`config.mk`:
```
export PLATFORM = sky130hd
export DESIGN_NAME = mem_access_ctrl_flat
export DESIGN_NICKNAME = d
export VERILOG_FILES = /design/src/rtl/mem_ctrl_pkg.sv /design/src/rtl/mem_access_ctrl_if.sv /design/src/rtl/mem_init_sweep.sv /design/src/rtl/mem_access_ctrl.sv /design/src/flat_wrapper.sv
export SDC_FILE = /design/constraint.sdc
export NUM_CORES = 1
export LEC_CHECK = 0
export ABC_AREA = 1
export CORE_MARGIN = 1.5
export CORE_UTILIZATION = 40
export CTS_CLUSTER_DIAMETER = 150
export DETAILED_ROUTE_END_ITERATION = 8
export PLACE_DENSITY = 0.84
export RECOVER_POWER = 25
export SLEW_MARGIN = 20
export SYNTH_ARGS = -nofsm -noshare
export SYNTH_HDL_FRONTEND = slang
export SYNTH_SLANG_ARGS = --single-unit
```
`constraint.sdc`:
```
create_clock -name clk -period 1.6 [get_ports clk]
set_input_delay 0.24 -clock clk [delete_from_list [all_inputs] [get_ports clk]]
set_output_delay 0.24 -clock clk [all_outputs]
set_load 0.1 [all_outputs]
```
`src/rtl/mem_ctrl_pkg.sv`:
```
// rtl/mem_ctrl_pkg.sv - shared types and constants for the memory access controller
package mem_ctrl_pkg;
   localparam int ADDR_W_DEF = 5;
   localparam int DATA_W_DEF = 32;
   localparam int DEPTH_DEF  = 32;

   typedef enum logic [1:0] {
      ST_INIT,
      ST_IDLE,
      ST_ACCESS,
      ST_RESP
   } state_t;

   localparam logic [DATA_W_DEF-1:0] ZERO_FILL = '0;
   localparam logic [DATA_W_DEF-1:0] RSP_RESET = '0;

   function automatic logic is_last(input int unsigned count, input int unsigned depth);
      return count == depth - 1;
   endfunction
endpackage

```
`src/rtl/mem_access_ctrl_if.sv`:
```
// rtl/mem_access_ctrl_if.sv - request/response and memory-port bundle of the controller
interface mem_access_ctrl_if
   import mem_ctrl_pkg::*;
#(
   parameter int ADDR_W = ADDR_W_DEF,
   parameter int DATA_W = DATA_W_DEF
);
   logic              req_valid;
   logic              req_ready;
   logic              req_we;
   logic [ADDR_W-1:0] req_addr;
   logic [ADDR_W-1:0] req_addr2;
   logic [DATA_W-1:0] req_wdata;
   logic              rsp_valid;
   logic              rsp_ready;
   logic [DATA_W-1:0] rsp_data;
   logic [DATA_W-1:0] rsp_data2;
   logic [ADDR_W-1:0] mem_addr;
   logic [ADDR_W-1:0] mem_addr2;
   logic [DATA_W-1:0] mem_write_data;
   logic              MemRead;
   logic              MemWrite;
   logic [DATA_W-1:0] mem_read_data;
   logic [DATA_W-1:0] mem_read_data2;
   logic              init_done;

   // master: pipeline plus memory environment; slave: the controller
   modport master (
      output req_valid, req_we, req_addr, req_addr2, req_wdata, rsp_ready,
             mem_read_data, mem_read_data2,
      input  req_ready, rsp_valid, rsp_data, rsp_data2, mem_addr, mem_addr2,
             mem_write_data, MemRead, MemWrite, init_done
   );

   modport slave (
      input  req_valid, req_we, req_addr, req_addr2, req_wdata, rsp_ready,
             mem_read_data, mem_read_data2,
      output req_ready, rsp_valid, rsp_data, rsp_data2, mem_addr, mem_addr2,
             mem_write_data, MemRead, MemWrite, init_done
   );
endinterface

```
`src/rtl/mem_init_sweep.sv`:
```
// rtl/mem_init_sweep.sv - address counter for the post-reset zero-fill sweep
module mem_init_sweep
   import mem_ctrl_pkg::*;
#(
   parameter int ADDR_W = ADDR_W_DEF,
   parameter int DEPTH  = DEPTH_DEF
) (
   input  logic              clk,
   input  logic              rst,
   input  logic              start,
   output logic [ADDR_W-1:0] count,
   output logic              done
);
   assign done = start && is_last(32'(count), DEPTH);

   always_ff @(posedge clk) begin
      if (rst) begin
         count <= '0;
      end else if (start) begin
         count <= done ? '0 : count + 1'b1;
      end
   end
endmodule

```
`src/rtl/mem_access_ctrl.sv`:
```
// rtl/mem_access_ctrl.sv - sequences load/store requests onto the data memory port set
module mem_access_ctrl
   import mem_ctrl_pkg::*;
#(
   parameter int ADDR_W = ADDR_W_DEF,
   parameter int DATA_W = DATA_W_DEF,
   parameter int DEPTH  = DEPTH_DEF
) (
   input logic               clk,
   input logic               rst,
   mem_access_ctrl_if.slave  bus
);
   state_t            state;
   logic              lat_we;
   logic              sweep_run;
   logic              sweep_last;
   logic [ADDR_W-1:0] sweep_addr;

   assign sweep_run = (state == ST_INIT);

   mem_init_sweep #(
      .ADDR_W (ADDR_W),
      .DEPTH  (DEPTH)
   ) u_sweep (
      .clk   (clk),
      .rst   (rst),
      .start (sweep_run),
      .count (sweep_addr),
      .done  (sweep_last)
   );

   // mem_addr/mem_addr2/mem_write_data double as the latched request, so they
   // only move on an accept or during the sweep.
   always_ff @(posedge clk) begin
      if (rst) begin
         state              <= ST_INIT;
         lat_we             <= 1'b0;
         bus.req_ready      <= 1'b0;
         bus.rsp_valid      <= 1'b0;
         bus.rsp_data       <= DATA_W'(RSP_RESET);
         bus.rsp_data2      <= DATA_W'(RSP_RESET);
         bus.mem_addr       <= '0;
         bus.mem_addr2      <= '0;
         bus.mem_write_data <= '0;
         bus.MemRead        <= 1'b0;
         bus.MemWrite       <= 1'b0;
         bus.init_done      <= 1'b0;
      end else begin
         case (state)
            ST_INIT: begin
               bus.MemWrite       <= 1'b1;
               bus.MemRead        <= 1'b0;
               bus.mem_addr       <= sweep_addr;
               bus.mem_write_data <= DATA_W'(ZERO_FILL);
               if (sweep_last) state <= ST_IDLE;
            end
            ST_IDLE: begin
               bus.MemWrite  <= 1'b0;
               bus.MemRead   <= 1'b0;
               bus.init_done <= 1'b1;
               if (bus.req_valid && bus.req_ready) begin
                  lat_we             <= bus.req_we;
                  bus.mem_addr       <= bus.req_addr;
                  bus.mem_addr2      <= bus.req_addr2;
                  bus.mem_write_data <= bus.req_wdata;
                  bus.MemWrite       <= bus.req_we;
                  bus.MemRead        <= !bus.req_we;
                  bus.req_ready      <= 1'b0;
                  state              <= ST_ACCESS;
               end else begin
                  bus.req_ready <= 1'b1;
               end
            end
            ST_ACCESS: begin
               bus.MemWrite <= 1'b0;
               bus.MemRead  <= 1'b0;
               if (lat_we) begin
                  bus.req_ready <= 1'b1;
                  state         <= ST_IDLE;
               end else begin
                  bus.rsp_data  <= bus.mem_read_data;
                  bus.rsp_data2 <= bus.mem_read_data2;
                  bus.rsp_valid <= 1'b1;
                  state         <= ST_RESP;
               end
            end
            ST_RESP: begin
               if (bus.rsp_ready) begin
                  bus.rsp_valid <= 1'b0;
                  bus.req_ready <= 1'b1;
                  state         <= ST_IDLE;
               end
            end
            default: state <= ST_INIT;
         endcase
      end
   end
endmodule

```
`src/flat_wrapper.sv`:
```
// flat-port wrapper written by rule: the top's interface ports become plain ports
module mem_access_ctrl_flat import mem_ctrl_pkg::*;
#(
   parameter int ADDR_W = ADDR_W_DEF,
   parameter int DATA_W = DATA_W_DEF,
   parameter int DEPTH  = DEPTH_DEF
)
  (clk, rst, bus_req_valid, bus_req_we, bus_req_addr, bus_req_addr2, bus_req_wdata, bus_rsp_ready, bus_mem_read_data, bus_mem_read_data2, bus_req_ready, bus_rsp_valid, bus_rsp_data, bus_rsp_data2, bus_mem_addr, bus_mem_addr2, bus_mem_write_data, bus_MemRead, bus_MemWrite, bus_init_done);
  mem_access_ctrl_if #(.ADDR_W(ADDR_W), .DATA_W(DATA_W)) bus_i ();
  input logic clk;
  input logic rst;
  input wire logic [$bits(bus_i.req_valid)-1:0] bus_req_valid;
  input wire logic [$bits(bus_i.req_we)-1:0] bus_req_we;
  input wire logic [$bits(bus_i.req_addr)-1:0] bus_req_addr;
  input wire logic [$bits(bus_i.req_addr2)-1:0] bus_req_addr2;
  input wire logic [$bits(bus_i.req_wdata)-1:0] bus_req_wdata;
  input wire logic [$bits(bus_i.rsp_ready)-1:0] bus_rsp_ready;
  input wire logic [$bits(bus_i.mem_read_data)-1:0] bus_mem_read_data;
  input wire logic [$bits(bus_i.mem_read_data2)-1:0] bus_mem_read_data2;
  output wire logic [$bits(bus_i.req_ready)-1:0] bus_req_ready;
  output wire logic [$bits(bus_i.rsp_valid)-1:0] bus_rsp_valid;
  output wire logic [$bits(bus_i.rsp_data)-1:0] bus_rsp_data;
  output wire logic [$bits(bus_i.rsp_data2)-1:0] bus_rsp_data2;
  output wire logic [$bits(bus_i.mem_addr)-1:0] bus_mem_addr;
  output wire logic [$bits(bus_i.mem_addr2)-1:0] bus_mem_addr2;
  output wire logic [$bits(bus_i.mem_write_data)-1:0] bus_mem_write_data;
  output wire logic [$bits(bus_i.MemRead)-1:0] bus_MemRead;
  output wire logic [$bits(bus_i.MemWrite)-1:0] bus_MemWrite;
  output wire logic [$bits(bus_i.init_done)-1:0] bus_init_done;
  assign bus_i.req_valid = bus_req_valid;
  assign bus_i.req_we = bus_req_we;
  assign bus_i.req_addr = bus_req_addr;
  assign bus_i.req_addr2 = bus_req_addr2;
  assign bus_i.req_wdata = bus_req_wdata;
  assign bus_i.rsp_ready = bus_rsp_ready;
  assign bus_i.mem_read_data = bus_mem_read_data;
  assign bus_i.mem_read_data2 = bus_mem_read_data2;
  assign bus_req_ready = bus_i.req_ready;
  assign bus_rsp_valid = bus_i.rsp_valid;
  assign bus_rsp_data = bus_i.rsp_data;
  assign bus_rsp_data2 = bus_i.rsp_data2;
  assign bus_mem_addr = bus_i.mem_addr;
  assign bus_mem_addr2 = bus_i.mem_addr2;
  assign bus_mem_write_data = bus_i.mem_write_data;
  assign bus_MemRead = bus_i.MemRead;
  assign bus_MemWrite = bus_i.MemWrite;
  assign bus_init_done = bus_i.init_done;
  mem_access_ctrl #(.ADDR_W(ADDR_W), .DATA_W(DATA_W), .DEPTH(DEPTH)) u_core (.clk(clk), .rst(rst), .bus(bus_i));
endmodule
```
# Word level (Yosys, flattened, before mapping)
# Cells that the tools add are included.
classes:
  add_sub_neg: 1
  eq_ne: 9
  mux: 21
  bitwise_logic: 1
  n_reduce_logical: 16
ops:
  columns: ["operator", "n"]
  rows:
  - ["32-bit one-hot mux with 2 select lines", 1]
  - ["32-bit two-way mux", 1]
  - ["5-bit two-way mux", 2]
  - ["5-bit one-hot mux with 2 select lines", 1]
  - ["3-bit AND reduction", 3]
  - ["2-bit two-way mux", 4]
  - ["2-bit one-hot mux with 4 select lines", 1]
  - ["1-bit two-way mux", 7]
  - ["2-bit by 1-bit inequality test with 1-bit output, second input constant", 3]
  - ["1-bit one-hot mux with 3 select lines", 2]
  - ["2-bit AND reduction", 3]
  - ["2-bit nonzero test", 3]
  - ["3-bit nonzero test", 2]
  - ["5-bit by 1-bit adder with 5-bit output, second input constant", 1]
  - ["5-bit == test, second input constant", 1]
  - ["2-bit == test, second input constant", 2]
  - ["2-bit inequality test, second input constant", 2]
  - ["1-bit one-hot mux with 2 select lines", 2]
  - ["2-bit by 1-bit == test with 1-bit output, second input constant", 1]
  - ["1-bit logical AND", 2]
  - ["2-bit zero test", 1]
  - ["2-bit OR reduction", 1]
  - ["1-bit zero test", 1]
  - ["1-bit inverter", 1]
word_totals:
  register_bits: 119
  input_bits: 111
  out_inout_bits: 111
  wordCells: 61

# Longest topological paths before layout
logic_depth:
  word_depth: 4
  depth_mapped: 10

# Cells and area by module
# Synthesis repeated with hierarchy kept, for this count alone.
unflattened:
  cells_unflattened: 708
  hier_area_um2: 4921.0
by_module_without_submodules:
  columns: ["module", "n_inst", "cells_each", "area_per_inst_um2"]
  rows:
  - ["mem_access_ctrl", 1, 676, 4679.5]
  - ["mem_init_sweep", 1, 32, 241.5]

# Least setup slack after synthesis
# OpenSTA, ideal clock, no wires.
synth_timing:
  kind: "reg-to-reg"
  startpoint: "register u_core.bus.req_ready"
  endpoint: "register u_core.bus.mem_write_data[10] in the netlist's numbering"
  setup_ps: 132
  arrival_ps: 1860
  path_slack_ps: -392
  stages_incl_launch_ff: 8
  synth_period_minus_slack_ps: 1992
  path_cell_list: "dfxtp_1 nand2_1 inv_1 nand2_1 buf_4 buf_4 nand3_1 a21oi_1"
synth_via:
  elab_chain_cells: 3
synth_lines:
  columns: ["element", "line", "text"]
  rows:
  - ["start, declared", "mem_access_ctrl_if.sv:38", "output req_ready, rsp_valid, rsp_data, rsp_data2, mem_addr, mem_addr2,"]
  - ["start signal, assigned", "mem_access_ctrl.sv:38", "bus.req_ready <= 1'b0;"]
  - ["start signal, assigned", "mem_access_ctrl.sv:68", "bus.req_ready <= 1'b0;"]
  - ["start signal, assigned", "mem_access_ctrl.sv:71", "bus.req_ready <= 1'b1;"]
  - ["1-bit logical AND", "mem_access_ctrl.sv:61", "if (bus.req_valid && bus.req_ready) begin"]
  - ["2-bit by 1-bit inequality test with 1-bit output (no line)", null, null]
  - ["2-bit AND reduction (no line)", null, null]
  - ["end signal, assigned", "mem_access_ctrl.sv:54", "bus.mem_write_data <= DATA_W'(ZERO_FILL);"]
  - ["end signal, assigned", "mem_access_ctrl.sv:65", "bus.mem_write_data <= bus.req_wdata;"]
  - ["end, declared", "mem_access_ctrl_if.sv:39", "mem_write_data, MemRead, MemWrite, init_done"]
# No other way between the ends.
# A chain may end at the register's enable or synchronous reset.

# Final worst setup path
layout_timing:
  startpoint: "register u_core.state[1]"
  endpoint: "register u_core.bus.mem_write_data[26] in the netlist's numbering"
layout_via:
  elab_chain_cells: 3
  word_cells_on_any_way: 6
  cone_classes: "eq/ne: 2; mux: 1; reduce/logical: 3"
layout_lines:
  columns: ["element", "line", "text"]
  rows:
  - ["start, declared", "mem_access_ctrl.sv:13", "state_t state;"]
  - ["start signal, assigned", "mem_access_ctrl.sv:36", "state <= ST_INIT;"]
  - ["start signal, assigned", "mem_access_ctrl.sv:55", "if (sweep_last) state <= ST_IDLE;"]
  - ["start signal, assigned", "mem_access_ctrl.sv:69", "state <= ST_ACCESS;"]
  - ["2-bit by 1-bit == test with 1-bit output / 2-bit zero test (equally long branches)", "mem_access_ctrl.sv:49", "case (state)"]
  - ["2-bit by 1-bit inequality test with 1-bit output (no line) / 2-bit nonzero test (equally long branches)", null, null]
  - ["2-bit AND reduction (no line)", null, null]
# Parallel ways exist; a longest one is shown, timed or not.

==> results.py <==
metrics = {
    "routing": {
        "drc": 0,
        "first_pass_iters": 5,
        "first_iter_violations": 355,
        "final_antenna_net_count": 0,
        "wl_um": 16000,
        "wl_per_cell_um": 16.7,
        "viasPerCell": 5.13,
        "vias": 4913,
    },
    "setup_path": {
        "rr_worst_depth": 7,
        "start_kind": "flop",
        "r2r_start": "u_core.state[1]$_SDFFE_PP0P_",
        "crit_path_end_kind": "flop",
        "critPathMaxFanout": 16,
        "endpoint": "u_core.bus.mem_write_data[26]$_SDFFE_PP0P_",
        "rr_endpoint": "u_core.bus.mem_write_data[26]$_SDFFE_PP0P_",
        "cp.required_ps": 2040,
        "crit_arrival_ps": 1990,
        "crit_start": "u_core.state[1]$_SDFFE_PP0P_",
        "reg2reg_slack_ps": 50,
        "path_class": "flop to flop",
    },
    "pwr": {
        "internal-power_mw": 9.41,
        "swShare_pct": 46.8,
        "power_leakage_nw": 3.38,
        "p_clk_share_pct": 21.4,
        "p_sw_mw": 8.29,
        "fin_total_pwr_mw": 17.7,
        "power_frac_seq_pct": 24.4,
        "p_per_area_nw_per_um2": 2040,
        "pwr-share-comb_pct": 54.2,
        "irDropWorstVdd_v": 0.00129,
    },
    "timing": {
        "fin_crit_sh_pct": 96.9,
        "fin_setup_tns_ps": 0,
        "fmax_mhz": 645,
        "finalCriticalPeriod_ps": 1550,
        "max_slew_margin_pct": 74.3,
        "whs_ps": 290,
        "fin_ws_ps": 49.2,
        "worst_pin_slew_ps": 386,
        "clock_skew_ps": 6.72,
        "rsz0062_at_grt": "true",
        "setup_violations": 0,
        "slew_viol_final": 0,
        "hold_viol": 0,
    },
    "floorplanning": {
        "boundaryPins": 222,
        "dieArea_um2": 11800,
        "die_x_um": 109,
        "start_util_pct": 41.2,
        "die_h_um": 109,
        "coreArea_um2": 10800,
        "rows": 38,
    },
    "placed_design": {
        "finalWeightedCongestion": 0.773,
        "post-place-ws_ps": -10.3,
        "io_buffers": 221,
        "post-dp-hpwl_um": 10800,
    },
    "global_route": {
        "grt_pass1_wl_um": 23700,
        "grt_max_degree": 65,
        "antenna_found_initial": 0,
        "gr-usage-all-layers_pct": 26.1,
        "gr-total-overflow": 0,
        "grt_pass1_vias": 4824,
    },
    "run": {
        "max-cap-violations": 0,
    },
    "final_layout": {
        "fin_nets": 923,
        "postLayoutCoreUtil_pct": 79.9,
        "n_fill_cell": 647,
        "areaGrowthSynthToFinish_pct": 94.0,
        "diodes": 0,
        "drive_gt1_share_pct": 21.1,
    },
    "logic_synthesis": {
        "synthTopCellsByArea": "dfxtp_1 (53%), nor2_1 (13%), o21ai_0 (8.3%)",
        "dominantRegCellSynth": "dfxtp_1",
        "synth_edf_count": 0,
        "synth.avg_cell_area_um2": 7.59,
        "yosysMostFrequentCell": "nor2_1",
        "yosysWarnings": 0,
        "syn_nets": 706,
        "syn_inst": 588,
        "synthArstFlopShare_pct": 0,
        "synth_common_cells": "nor2_1 (160), dfxtp_1 (119), nand2_1 (78), o21ai_0 (74), a21oi_1 (40)",
        "yosys.area.top_type": "dfxtp_1",
        "yosysSeqAreaShare_pct": 53.4,
        "synth.top_cell.area_share_pct": 53.4,
        "ys_ff_latch": 119,
        "synth_area_um2": 4460,
        "synthDistinctLibCells": 17,
    },
    "clock_network": {
        "clock_path_buffers": 2,
        "hold_buffers": 0,
        "cts_tree": "done",
        "htreeDepth": 4,
        "cts_made_buffers": 17,
        "cts_sinks": 119,
        "clk_latency_ps": 510,
        "clock-root-buffer": "clkbuf_8",
        "path_clk_slew_ps": 60,
    },
    "min_path": {
        "hold_path.startpoint": "bus_req_wdata[1]",
        "hp-class": "input pin to flop",
    },
    "run_status": {
        "status": "finished, final reports clean",
    },
}
==> worst min path at each step <==
stage | cells past startpoint | slack [ps] | endpoint
2_1_floorplan | 2 | 370 | u_core.bus.mem_addr2[0]$_SDFFE_PP0P_
3_3_place_gp | 2 | 470 | u_core.lat_we$_SDFFE_PP0P_
3_5_place_dp | 2 | 490 | u_core.lat_we$_SDFFE_PP0P_
4_1_cts | 3 | 270 | u_core.bus.mem_write_data[1]$_SDFFE_PP0P_
5_1_grt | 3 | 280 | u_core.bus.mem_write_data[1]$_SDFFE_PP0P_
6_report | 3 | 290 | u_core.bus.mem_write_data[1]$_SDFFE_PP0P_
==> registers in the layout (all words and copies together), names as in the netlist <==
| register | flops |
|---|---|
| u_core.bus.rsp_valid | 1 |
| u_core.bus.rsp_data2 | 32 |
| u_core.bus.init_done | 1 |
| u_core.bus.req_ready | 1 |
| u_core.state | 2 |
| u_core.bus.rsp_data | 32 |
| u_core.bus.MemWrite | 1 |
| u_core.bus.MemRead | 1 |
| u_core.bus.mem_write_data | 32 |
| u_core.bus.mem_addr2 | 5 |
| u_core.lat_we | 1 |
| u_core.u_sweep.count | 5 |
| u_core.bus.mem_addr | 5 |
==> cell families after synthesis <==
group / count (synthesis) / share of synthesized area [%]
AND/OR/NAND/NOR: 281 / 25.0
buffers and inverters: 64 / 6.34
AO/OA/AOI/OAI: 117 / 13.3
flip-flops: 119 / 53.4
adder cells (fa/ha/maj): 7 / 1.96
==> worst max-delay path, stage by stage, from the launching register on <==
cell and delay (ps):
dfxtp_1 330, inv_1 160, ha_4 220, inv_2 90, nor2_4 230, clkbuf_16 230
nand2_1 70, a21oi_1 140
==> area by class of cell <==
cell class / instances / area, um^2 / area share (%)
Sequential cell: 119 / 2390 / 27.6
Clock inverter: 9 / 123 / 1.42
Inverter: 25 / 93.8 / 1.08
Multi-Input combinational cell: 405 / 1850 / 21.4
Timing Repair Buffer: 237 / 3560 / 41.1
Tap cell: 140 / 175 / 2.02
Clock buffer: 22 / 464 / 5.36
==> repair_timing <==
| item | CTS | global route |
|---|---|---|
| cloned | 0 | 2 |
| resized for setup | 5 | 13 |
| pin swaps | 1 | 3 |
| buffers inserted | 0 | 1 |
| endpoints found under the setup margin | 15 | 60 |
==> power groups by stage <==
| stage | sequential, mW | combinational, mW | clock, mW |
|---|---|---|---|
| finish | 4.32 | 9.59 | 3.79 |
| CTS | 4.29 | 9.41 | 3.83 |
| global placement | 4.29 | 9.13 | 0 |
| detailed placement | 4.34 | 9.33 | 0 |
| floorplan | 8.10 | 1.93 | 0 |
| global route | 4.39 | 10.0 | 4.01 |
==> metal layers <==
metal  wire [um]  global-route usage (%)  part of all wire [%]
met5           0                       0                     0
met4         439                    12.0                   2.7
met3        1660                    10.7                    10
met2        8280                    46.1                    52
met1        5640                    27.0                    35
==> metrics by stage <==
step | cells | area, um^2
floorplan | 588 | 4470
finish | 957 | 8660
detailed placement | 923 | 7950
global placement | 923 | 7950
global route | 957 | 8660
CTS | 954 | 8550
==> layout by cell type, fill, tap and decap left out, drive strengths merged, types with 2 or more instances in the layout <==
cell and instances:
nor2 161, buf 125, dfxtp 119, clkdlybuf4s50 110
nand2 78, o21ai 75, a21oi 40, nand3 38
inv 25, clkbuf 24, ha 7, clkinv 5
nor3 4, bufinv 3, a21boi 2
No activity file was read; power rests on OpenSTA's default activity.
